**src/rtl/branch_target_buffer_pkg.sv**
```systemverilog
// Shared definitions for the branch target buffer slice.
//   - Address/instruction widths and the immediate-field width.
//   - Two-bit saturating counter encoding and its update function.
//   - Instruction fields used by the static direct-branch decode.
package branch_target_buffer_pkg;

   localparam int unsigned ADDR  = 16;
   localparam int unsigned WORD  = 32;
   localparam int unsigned W_OPC = 4;
   localparam int unsigned W_IMM = 16;
   localparam int unsigned W_CNT = 2;

   // Opcode class occupies the top W_OPC bits of the instruction word.
   localparam int unsigned         OPC_LSB    = WORD - W_OPC;
   localparam logic [W_OPC-1:0]    OPC_BRANCH = 4'b0100;

   // Register-indirect jumps set both jr bits; immf marks an immediate target.
   localparam int unsigned JR_HI    = 27;
   localparam int unsigned JR_LO    = 26;
   localparam int unsigned IMMF_BIT = 25;

   typedef enum logic [W_CNT-1:0] {
      SNT = 2'b00,
      WNT = 2'b01,
      WT  = 2'b10,
      ST  = 2'b11
   } cnt_e;

   // Saturating step towards the resolved outcome.
   function automatic cnt_e cnt_next(input cnt_e c, input logic taken);
      cnt_e n;
      n = c;
      if (taken) begin
         case (c)
            SNT:     n = WNT;
            WNT:     n = WT;
            default: n = ST;
         endcase
      end else begin
         case (c)
            ST:      n = WT;
            WT:      n = WNT;
            default: n = SNT;
         endcase
      end
      return n;
   endfunction

endpackage

```
**src/rtl/branch_target_buffer_if.sv**
```systemverilog
// Fetch/decode/execute bus of the branch target buffer.
//   lookup side : stall_i, flush_i, v_i, pc_i, inst_i
//   prediction  : v_o, pc_o, pred_taken_o, pred_addr_o
//   training    : upd_v_i, upd_pc_i, upd_taken_i, upd_target_i
// master drives lookups and training; slave is the predictor.
interface branch_target_buffer_if;
   import branch_target_buffer_pkg::*;

   logic             stall_i;
   logic             flush_i;
   logic             v_i;
   logic [ADDR-1:0]  pc_i;
   logic [WORD-1:0]  inst_i;

   logic             v_o;
   logic [ADDR-1:0]  pc_o;
   logic             pred_taken_o;
   logic [ADDR-1:0]  pred_addr_o;

   logic             upd_v_i;
   logic [ADDR-1:0]  upd_pc_i;
   logic             upd_taken_i;
   logic [ADDR-1:0]  upd_target_i;

   modport master (
      output stall_i, flush_i, v_i, pc_i, inst_i,
      output upd_v_i, upd_pc_i, upd_taken_i, upd_target_i,
      input  v_o, pc_o, pred_taken_o, pred_addr_o
   );

   modport slave (
      input  stall_i, flush_i, v_i, pc_i, inst_i,
      input  upd_v_i, upd_pc_i, upd_taken_i, upd_target_i,
      output v_o, pc_o, pred_taken_o, pred_addr_o
   );

endinterface

```
**src/rtl/branch_target_buffer_static_decode.sv**
```systemverilog
// Combinational static decode of direct immediate branches.
//   inst_i     : fetched instruction
//   is_direct  : branch opcode class, not a register jump, immediate target
//   imm_target : zero-extended immediate field
module branch_static_decode
   import branch_target_buffer_pkg::*;
(
   input  logic [WORD-1:0] inst_i,
   output logic            is_direct,
   output logic [ADDR-1:0] imm_target
);

   logic [W_OPC-1:0] opc;
   logic             unused_inst;

   assign opc        = inst_i[WORD-1:OPC_LSB];
   assign is_direct  = (opc == OPC_BRANCH) & ~(inst_i[JR_HI] & inst_i[JR_LO]) & inst_i[IMMF_BIT];
   assign imm_target = ADDR'(inst_i[W_IMM-1:0]);

   // Only a few fields are decoded here; the remaining bits are intentionally ignored.
   assign unused_inst = ^inst_i;

endmodule

```
**src/rtl/branch_target_buffer.sv**
```systemverilog
// Direct-mapped branch target buffer with static fallback, fetch stage.
//   clk, rst : clock, synchronous active-high reset
//   bus      : branch_target_buffer_if.slave (lookup, registered prediction, training)
// Entry = valid, tag (upper PC bits), target, 2-bit saturating counter.
// Prediction is registered (1-cycle latency); stall holds, flush kills it.
// Optional macro BTB_BYPASS_EN: forward a same-cycle update to the lookup
// of the same index; otherwise the lookup reads pre-update contents.
module branch_target_buffer
   import branch_target_buffer_pkg::*;
#(
   parameter int unsigned ENTRIES         = 16,
   parameter int unsigned IDX_W           = $clog2(ENTRIES),
   parameter int unsigned TAG_W           = ADDR - IDX_W,
   parameter bit          STATIC_FALLBACK = 1'b1
) (
   input  logic                   clk,
   input  logic                   rst,
   branch_target_buffer_if.slave  bus
);

   logic             valid_q [ENTRIES];
   logic [TAG_W-1:0] tag_q   [ENTRIES];
   logic [ADDR-1:0]  tgt_q   [ENTRIES];
   cnt_e             cnt_q   [ENTRIES];

   // ---------------- training ----------------
   logic [IDX_W-1:0] u_idx;
   logic [TAG_W-1:0] u_tag;
   logic             u_hit;
   logic             u_we;
   logic [ADDR-1:0]  u_tgt_n;
   cnt_e             u_cnt_n;

   assign u_idx = bus.upd_pc_i[IDX_W-1:0];
   assign u_tag = bus.upd_pc_i[ADDR-1:IDX_W];
   assign u_hit = valid_q[u_idx] && (tag_q[u_idx] == u_tag);

   always_comb begin
      u_we    = 1'b0;
      u_tgt_n = tgt_q[u_idx];
      u_cnt_n = cnt_q[u_idx];
      if (bus.upd_v_i && !rst) begin
         if (u_hit) begin
            u_we    = 1'b1;
            u_cnt_n = cnt_next(cnt_q[u_idx], bus.upd_taken_i);
            if (bus.upd_taken_i) u_tgt_n = bus.upd_target_i;
         end else if (bus.upd_taken_i) begin
            u_we    = 1'b1;
            u_tgt_n = bus.upd_target_i;
            u_cnt_n = WT;
         end
      end
   end

   always_ff @(posedge clk) begin
      if (rst) begin
         for (int unsigned i = 0; i < ENTRIES; i++) begin
            valid_q[i] <= 1'b0;
            cnt_q[i]   <= WNT;
         end
      end else if (u_we) begin
         valid_q[u_idx] <= 1'b1;
         cnt_q[u_idx]   <= u_cnt_n;
      end
   end

   // Tag/target need no reset: they are only meaningful behind valid.
   always_ff @(posedge clk) begin
      if (u_we) begin
         tag_q[u_idx] <= u_tag;
         tgt_q[u_idx] <= u_tgt_n;
      end
   end

   // ---------------- lookup ----------------
   logic [IDX_W-1:0] l_idx;
   logic [TAG_W-1:0] l_tag;
   logic             r_valid;
   logic [TAG_W-1:0] r_tag;
   logic [ADDR-1:0]  r_tgt;
   cnt_e             r_cnt;

   assign l_idx = bus.pc_i[IDX_W-1:0];
   assign l_tag = bus.pc_i[ADDR-1:IDX_W];

   always_comb begin
      r_valid = valid_q[l_idx];
      r_tag   = tag_q[l_idx];
      r_tgt   = tgt_q[l_idx];
      r_cnt   = cnt_q[l_idx];
`ifdef BTB_BYPASS_EN
      if (u_we && (u_idx == l_idx)) begin
         r_valid = 1'b1;
         r_tag   = u_tag;
         r_tgt   = u_tgt_n;
         r_cnt   = u_cnt_n;
      end
`endif
   end

   logic            is_direct;
   logic [ADDR-1:0] imm_target;

   branch_static_decode u_static_decode (
      .inst_i     (bus.inst_i),
      .is_direct  (is_direct),
      .imm_target (imm_target)
   );

   logic            hit;
   logic            p_taken;
   logic [ADDR-1:0] p_addr;

   assign hit = r_valid && (r_tag == l_tag);

   always_comb begin
      p_taken = 1'b0;
      p_addr  = bus.pc_i + ADDR'(1);
      if (hit) begin
         if (r_cnt[1]) begin
            p_taken = 1'b1;
            p_addr  = r_tgt;
         end
      end else if (is_direct && STATIC_FALLBACK) begin
         p_taken = 1'b1;
         p_addr  = imm_target;
      end
   end

   // ---------------- output register ----------------
   logic            v_q;
   logic            taken_q;
   logic [ADDR-1:0] pc_q;
   logic [ADDR-1:0] addr_q;

   always_ff @(posedge clk) begin
      if (rst) begin
         v_q     <= 1'b0;
         taken_q <= 1'b0;
         pc_q    <= '0;
         addr_q  <= '0;
      end else if (bus.flush_i) begin
         v_q     <= 1'b0;
         taken_q <= 1'b0;
         pc_q    <= bus.pc_i;
         addr_q  <= p_addr;
      end else if (!bus.stall_i) begin
         v_q     <= bus.v_i;
         taken_q <= bus.v_i & p_taken;
         pc_q    <= bus.pc_i;
         addr_q  <= p_addr;
      end
   end

   assign bus.v_o          = v_q;
   assign bus.pred_taken_o = taken_q;
   assign bus.pc_o         = pc_q;
   assign bus.pred_addr_o  = addr_q;

endmodule

```
**src/flat_wrapper.sv**
```systemverilog
// flat-port wrapper written by rule: the top's interface ports become plain ports
module branch_target_buffer_flat import branch_target_buffer_pkg::*;
#(
   parameter int unsigned ENTRIES         = 16,
   parameter int unsigned IDX_W           = $clog2(ENTRIES),
   parameter int unsigned TAG_W           = ADDR - IDX_W,
   parameter bit          STATIC_FALLBACK = 1'b1
)
  (clk, rst, bus_stall_i, bus_flush_i, bus_v_i, bus_pc_i, bus_inst_i, bus_upd_v_i, bus_upd_pc_i, bus_upd_taken_i, bus_upd_target_i, bus_v_o, bus_pc_o, bus_pred_taken_o, bus_pred_addr_o);
  branch_target_buffer_if bus_i ();
  input  logic clk;
  input  logic rst;
  input wire logic [$bits(bus_i.stall_i)-1:0] bus_stall_i;
  input wire logic [$bits(bus_i.flush_i)-1:0] bus_flush_i;
  input wire logic [$bits(bus_i.v_i)-1:0] bus_v_i;
  input wire logic [$bits(bus_i.pc_i)-1:0] bus_pc_i;
  input wire logic [$bits(bus_i.inst_i)-1:0] bus_inst_i;
  input wire logic [$bits(bus_i.upd_v_i)-1:0] bus_upd_v_i;
  input wire logic [$bits(bus_i.upd_pc_i)-1:0] bus_upd_pc_i;
  input wire logic [$bits(bus_i.upd_taken_i)-1:0] bus_upd_taken_i;
  input wire logic [$bits(bus_i.upd_target_i)-1:0] bus_upd_target_i;
  output wire logic [$bits(bus_i.v_o)-1:0] bus_v_o;
  output wire logic [$bits(bus_i.pc_o)-1:0] bus_pc_o;
  output wire logic [$bits(bus_i.pred_taken_o)-1:0] bus_pred_taken_o;
  output wire logic [$bits(bus_i.pred_addr_o)-1:0] bus_pred_addr_o;
  assign bus_i.stall_i = bus_stall_i;
  assign bus_i.flush_i = bus_flush_i;
  assign bus_i.v_i = bus_v_i;
  assign bus_i.pc_i = bus_pc_i;
  assign bus_i.inst_i = bus_inst_i;
  assign bus_i.upd_v_i = bus_upd_v_i;
  assign bus_i.upd_pc_i = bus_upd_pc_i;
  assign bus_i.upd_taken_i = bus_upd_taken_i;
  assign bus_i.upd_target_i = bus_upd_target_i;
  assign bus_v_o = bus_i.v_o;
  assign bus_pc_o = bus_i.pc_o;
  assign bus_pred_taken_o = bus_i.pred_taken_o;
  assign bus_pred_addr_o = bus_i.pred_addr_o;
  branch_target_buffer #(.ENTRIES(ENTRIES), .IDX_W(IDX_W), .TAG_W(TAG_W), .STATIC_FALLBACK(STATIC_FALLBACK)) u_core (.clk(clk), .rst(rst), .bus(bus_i));
endmodule
```
**config.mk**
```make
export PLATFORM = sky130hd
export DESIGN_NAME = branch_target_buffer_flat
export DESIGN_NICKNAME = d
export VERILOG_FILES = /design/src/rtl/branch_target_buffer_pkg.sv /design/src/rtl/branch_target_buffer_if.sv /design/src/rtl/branch_target_buffer_static_decode.sv /design/src/rtl/branch_target_buffer.sv /design/src/flat_wrapper.sv
export SDC_FILE = /design/constraint.sdc
export NUM_CORES = 1
export LEC_CHECK = 0
export ABC_AREA = 1
export CAP_MARGIN = 5
export CORE_MARGIN = 1.5
export CORE_UTILIZATION = 36
export CTS_CLUSTER_DIAMETER = 80
export DETAILED_ROUTE_END_ITERATION = 10
export GPL_TIMING_DRIVEN = 0
export PLACE_DENSITY = 0.6
export SLEW_MARGIN = 10
export SYNTH_ARGS = -nofsm -noshare
export SYNTH_HDL_FRONTEND = slang
export SYNTH_HIERARCHICAL = 1
export SYNTH_SLANG_ARGS = --single-unit
```
**constraint.sdc**
```tcl
create_clock -name clk -period 9.4 [get_ports clk]
set_input_delay 2.35 -clock clk [delete_from_list [all_inputs] [get_ports clk]]
set_output_delay 2.35 -clock clk [all_outputs]
set_load 0.05 [all_outputs]
```
==> reports/metrics.csv <==
stage,metric,value,unit
logic_synthesis,synth_warnings,6,
logic_synthesis,yosys.area.top_type,edfxtp_1,
floorplanning,top_level_ports,121,
clocking,cts_setup_buffers,0,
final_layout,final_nets,2705,
routing,wl,91600,µm
logic_synthesis,synth_edf_count,480,
hold_path,min_path_cells,2,
critical_path,r2r_start,u_core/tag_q[8][3],
sta,fmax,144,MHz
floorplanning,dieHeight,263,µm
logic_synthesis,ys_ff_latch,530,
routing,drc,0,
critical_path,cp-end-kind,flop,
floorplanning,rows,95,
sta,hold_ws,0.475,ns
clocking,numCtsBuffers,53,
global_routing,grt_pass1_wl,131000,µm
clocking,cts-htree-levels,2,
clocking,clock_latency,0.63,ns
final_layout,finish.instance_area,0.0286,mm²
hold_path,hold_path_class,flop to flop,
routing,drt_iter0_drc,2846,
clocking,cts_buffer_depth,3,
logic_synthesis,avgSynthCellArea,9.99,µm²
routing,drtPass1Iterations,6,
critical_path,ff2ff_setup_slack,5.78,ns
outcome,status,completed,
critical_path,start_kind,primary input,
final_layout,drive_above_1_share,0.0864,
routing,num_vias,20379,
logic_synthesis,synthTopCellsByArea,"edfxtp_1, nand2_1, nand3_1, dfxtp_1, inv_1",
hold_path,whs_endpoint,u_core/bus.v_o,
power_and_ir_drop,ir_drop,136,µV
routing,ant_nets,0,
sta,fin_crit,6.94,ns
critical_path,r2r_end,u_core/tag_q[13][1],
critical_path,cp_data_arrival_time,7.17,ns
hold_path,hold_start,u_core/bus.v_o,
power_and_ir_drop,leakage,0.0112,µW
logic_synthesis,syn_area,0.0244,mm²
global_routing,antenna_found_initial,3,
critical_path,critPathMaxFanout,12,
place,dp_hpwl,62700,µm
global_routing,grt_start_max_net_pins,19,
critical_path,rr_worst_depth,14,
clocking,cts_tree,built,
sta,finalHoldViolations,0,
logic_synthesis,synth_common_cells,"nand2_1, edfxtp_1, nand3_1",
floorplanning,core,0.0670,mm²
floorplanning,dieArea,0.0693,mm²
sta,worst-slew-pin-transition,1.18,ns
logic_synthesis,async_flop_share,0,
floorplanning,start_util,0.364,
sta,final_max_slew_viol_count,0,
clocking,holdBufCountCts,0,
global_routing,grt_pass1_vias,19709,
job,maxCapViolations,0,
place,gp_congestion,0.979,
sta,finalCritPeriodShare,0.739,
logic_synthesis,netlist_instances,2440,
logic_synthesis,synth_nets,2528,
logic_synthesis,yosysTopAreaCellShare,0.591,
final_layout,diodes,0,
floorplanning,die_w,263,µm
logic_synthesis,yosysMostFrequentCell,nand2_1,
logic_synthesis,synth_top_flop_cell,edfxtp_1,
final_layout,n_fill_cell,6430,
final_layout,area_delta_synth_final,17.5,%
sta,rsz0062_at_grt,false,
routing,avgViaCountPerCell,5.76,
critical_path,critPathRequiredTime,9.62,ns
sta,setup_viol,0,
critical_path,critical_path_class,primary input to flop,
place,port_buffers,93,
clocking,ctsResizeCount,0,
sta,slew_headroom,0.211,
logic_synthesis,ys_seq_area_frac,0.632,
sta,skew,0.0252,ns
sta,setup_tns,0,ns
logic_synthesis,synth.distinct_cells,37,
power_and_ir_drop,powerDensity,191,mW/mm²
place,placedInstanceArea,0.0268,mm²
clocking,cts_sinks,530,
power_and_ir_drop,power,5460,µW
routing,wl_per_cell,25.9,µm
global_routing,grt_overflow,0,
clocking,path_clk_slew,0.06,ns
global_routing,grt_usage,0.259,
clocking,clock-root-buffer,clkbuf_16,
-- registers in the layout, indices dropped and copies added (netlist names) --
signal                   flops
u_core/tag_q               192
u_core/valid_q              16
u_core/bus.pred_addr_o      16
u_core/bus.v_o               1
u_core/bus.pred_taken_o      1
u_core/cnt_q                32
u_core/bus.pc_o             16
u_core/tgt_q               256
-- where the power goes --
part           total, µW  internal [µW]  switching (µW)
clock               2270           1330             936
combinational        571            157             413
sequential          2620           2600            19.4
total               5460           4090            1370
-- per-stage QoR --
step                utilization  setup slack, ns  instances
finish                    0.427             2.46       3535
global route              0.427             2.56       3535
CTS                       0.427             2.76       3535
detailed placement        0.399             2.13       3435
global placement          0.394             1.43       3406
floorplan                     -             4.71       2440
-- worst max-delay path: stages --
cell and delay (ns):
clkdlybuf4s50_1 0.54, nand2_1 0.35, inv_1 0.39, buf_1 0.85, nand2_1 0.20, nand2_1 0.16
nor2_1 0.07, nand2_1 0.08, nand2_1 0.08, nor2_1 0.24, nand2_1 0.09, nor2_1 0.31
nand2_1 0.12, nand2_2 0.12, buf_4 0.21, nand2_1 0.15, inv_1 0.84
-- worst max path at each step --
stage	startpoint	to	slack [ns]	cells past startpoint
2_1_floorplan	bus_upd_pc_i[2]	u_core/tgt_q[4][0]	4.71	5
3_3_place_gp	bus_upd_pc_i[2]	u_core/tgt_q[7][3]	1.43	6
3_5_place_dp	bus_upd_pc_i[3]	u_core/tag_q[13][1]	2.13	17
4_1_cts	bus_upd_pc_i[3]	u_core/tag_q[13][3]	2.76	17
5_1_grt	bus_upd_pc_i[3]	u_core/tag_q[13][1]	2.56	17
6_report	bus_upd_pc_i[3]	u_core/tag_q[13][1]	2.46	17
-- cells by family (layout without fill, tap and decap cells) --
kind of cell             count (synthesis)  after routing  synth area share
buffers and inverters                  384            606            0.0662
XOR/XNOR                                12             12           0.00431
flip-flops                             530            530             0.632
multiplexers                             2              2          0.000821
AND/OR/NAND/NOR                       1081           1081             0.184
AO/OA/AOI/OAI                          430            430             0.112
adder cells (fa/ha/maj)                  1              1          0.000513
-- layout make-up --
class	instances	area, µm²	area share
sequential	530	15400	0.538
multi-input combinational	1526	7420	0.259
clock buffer	71	1490	0.0520
timing repair buffer	122	1230	0.0429
tap	873	1090	0.0381
inverter	220	826	0.0288
buffer	164	787	0.0275
clock inverter	29	375	0.0131
-- placed cells by master, fill, tap and decap left out, types with 3 or more instances in the layout --
cell type	instances
nand2_1	678
edfxtp_1	480
nand3_1	236
inv_1	208
nor2_1	117
o21ai_0	106
a21oi_1	99
clkdlybuf4s50_1	93
clkbuf_1	78
a22oi_1	76
o221ai_1	76
buf_2	56
clkbuf_16	54
dfxtp_1	50
buf_4	32
o21ai_1	24
buf_6	18
o22ai_1	16
buf_1	14
nor3_2	14
nand3b_1	13
xor2_1	12
a21o_1	12
clkinv_1	11
o211ai_1	11
o21bai_1	10
bufinv_16	8
inv_2	8
clkinv_2	7
clkbuf_8	7
nor2_2	6
or2_2	5
nand4_1	3
buf_8	3
-- routing by layer --
layer | vias to the layer above | GRT usage | routed length (µm)
met2 | 1393 | 0.415 | 42100
li1 | 8849 | - | -
met3 | 291 | 0.0540 | 10500
met4 | 0 | 0.136 | 5000
met1 | 9846 | 0.332 | 34100
met5 | - | 0 | 0
Power figures use the tool's default switching activity.
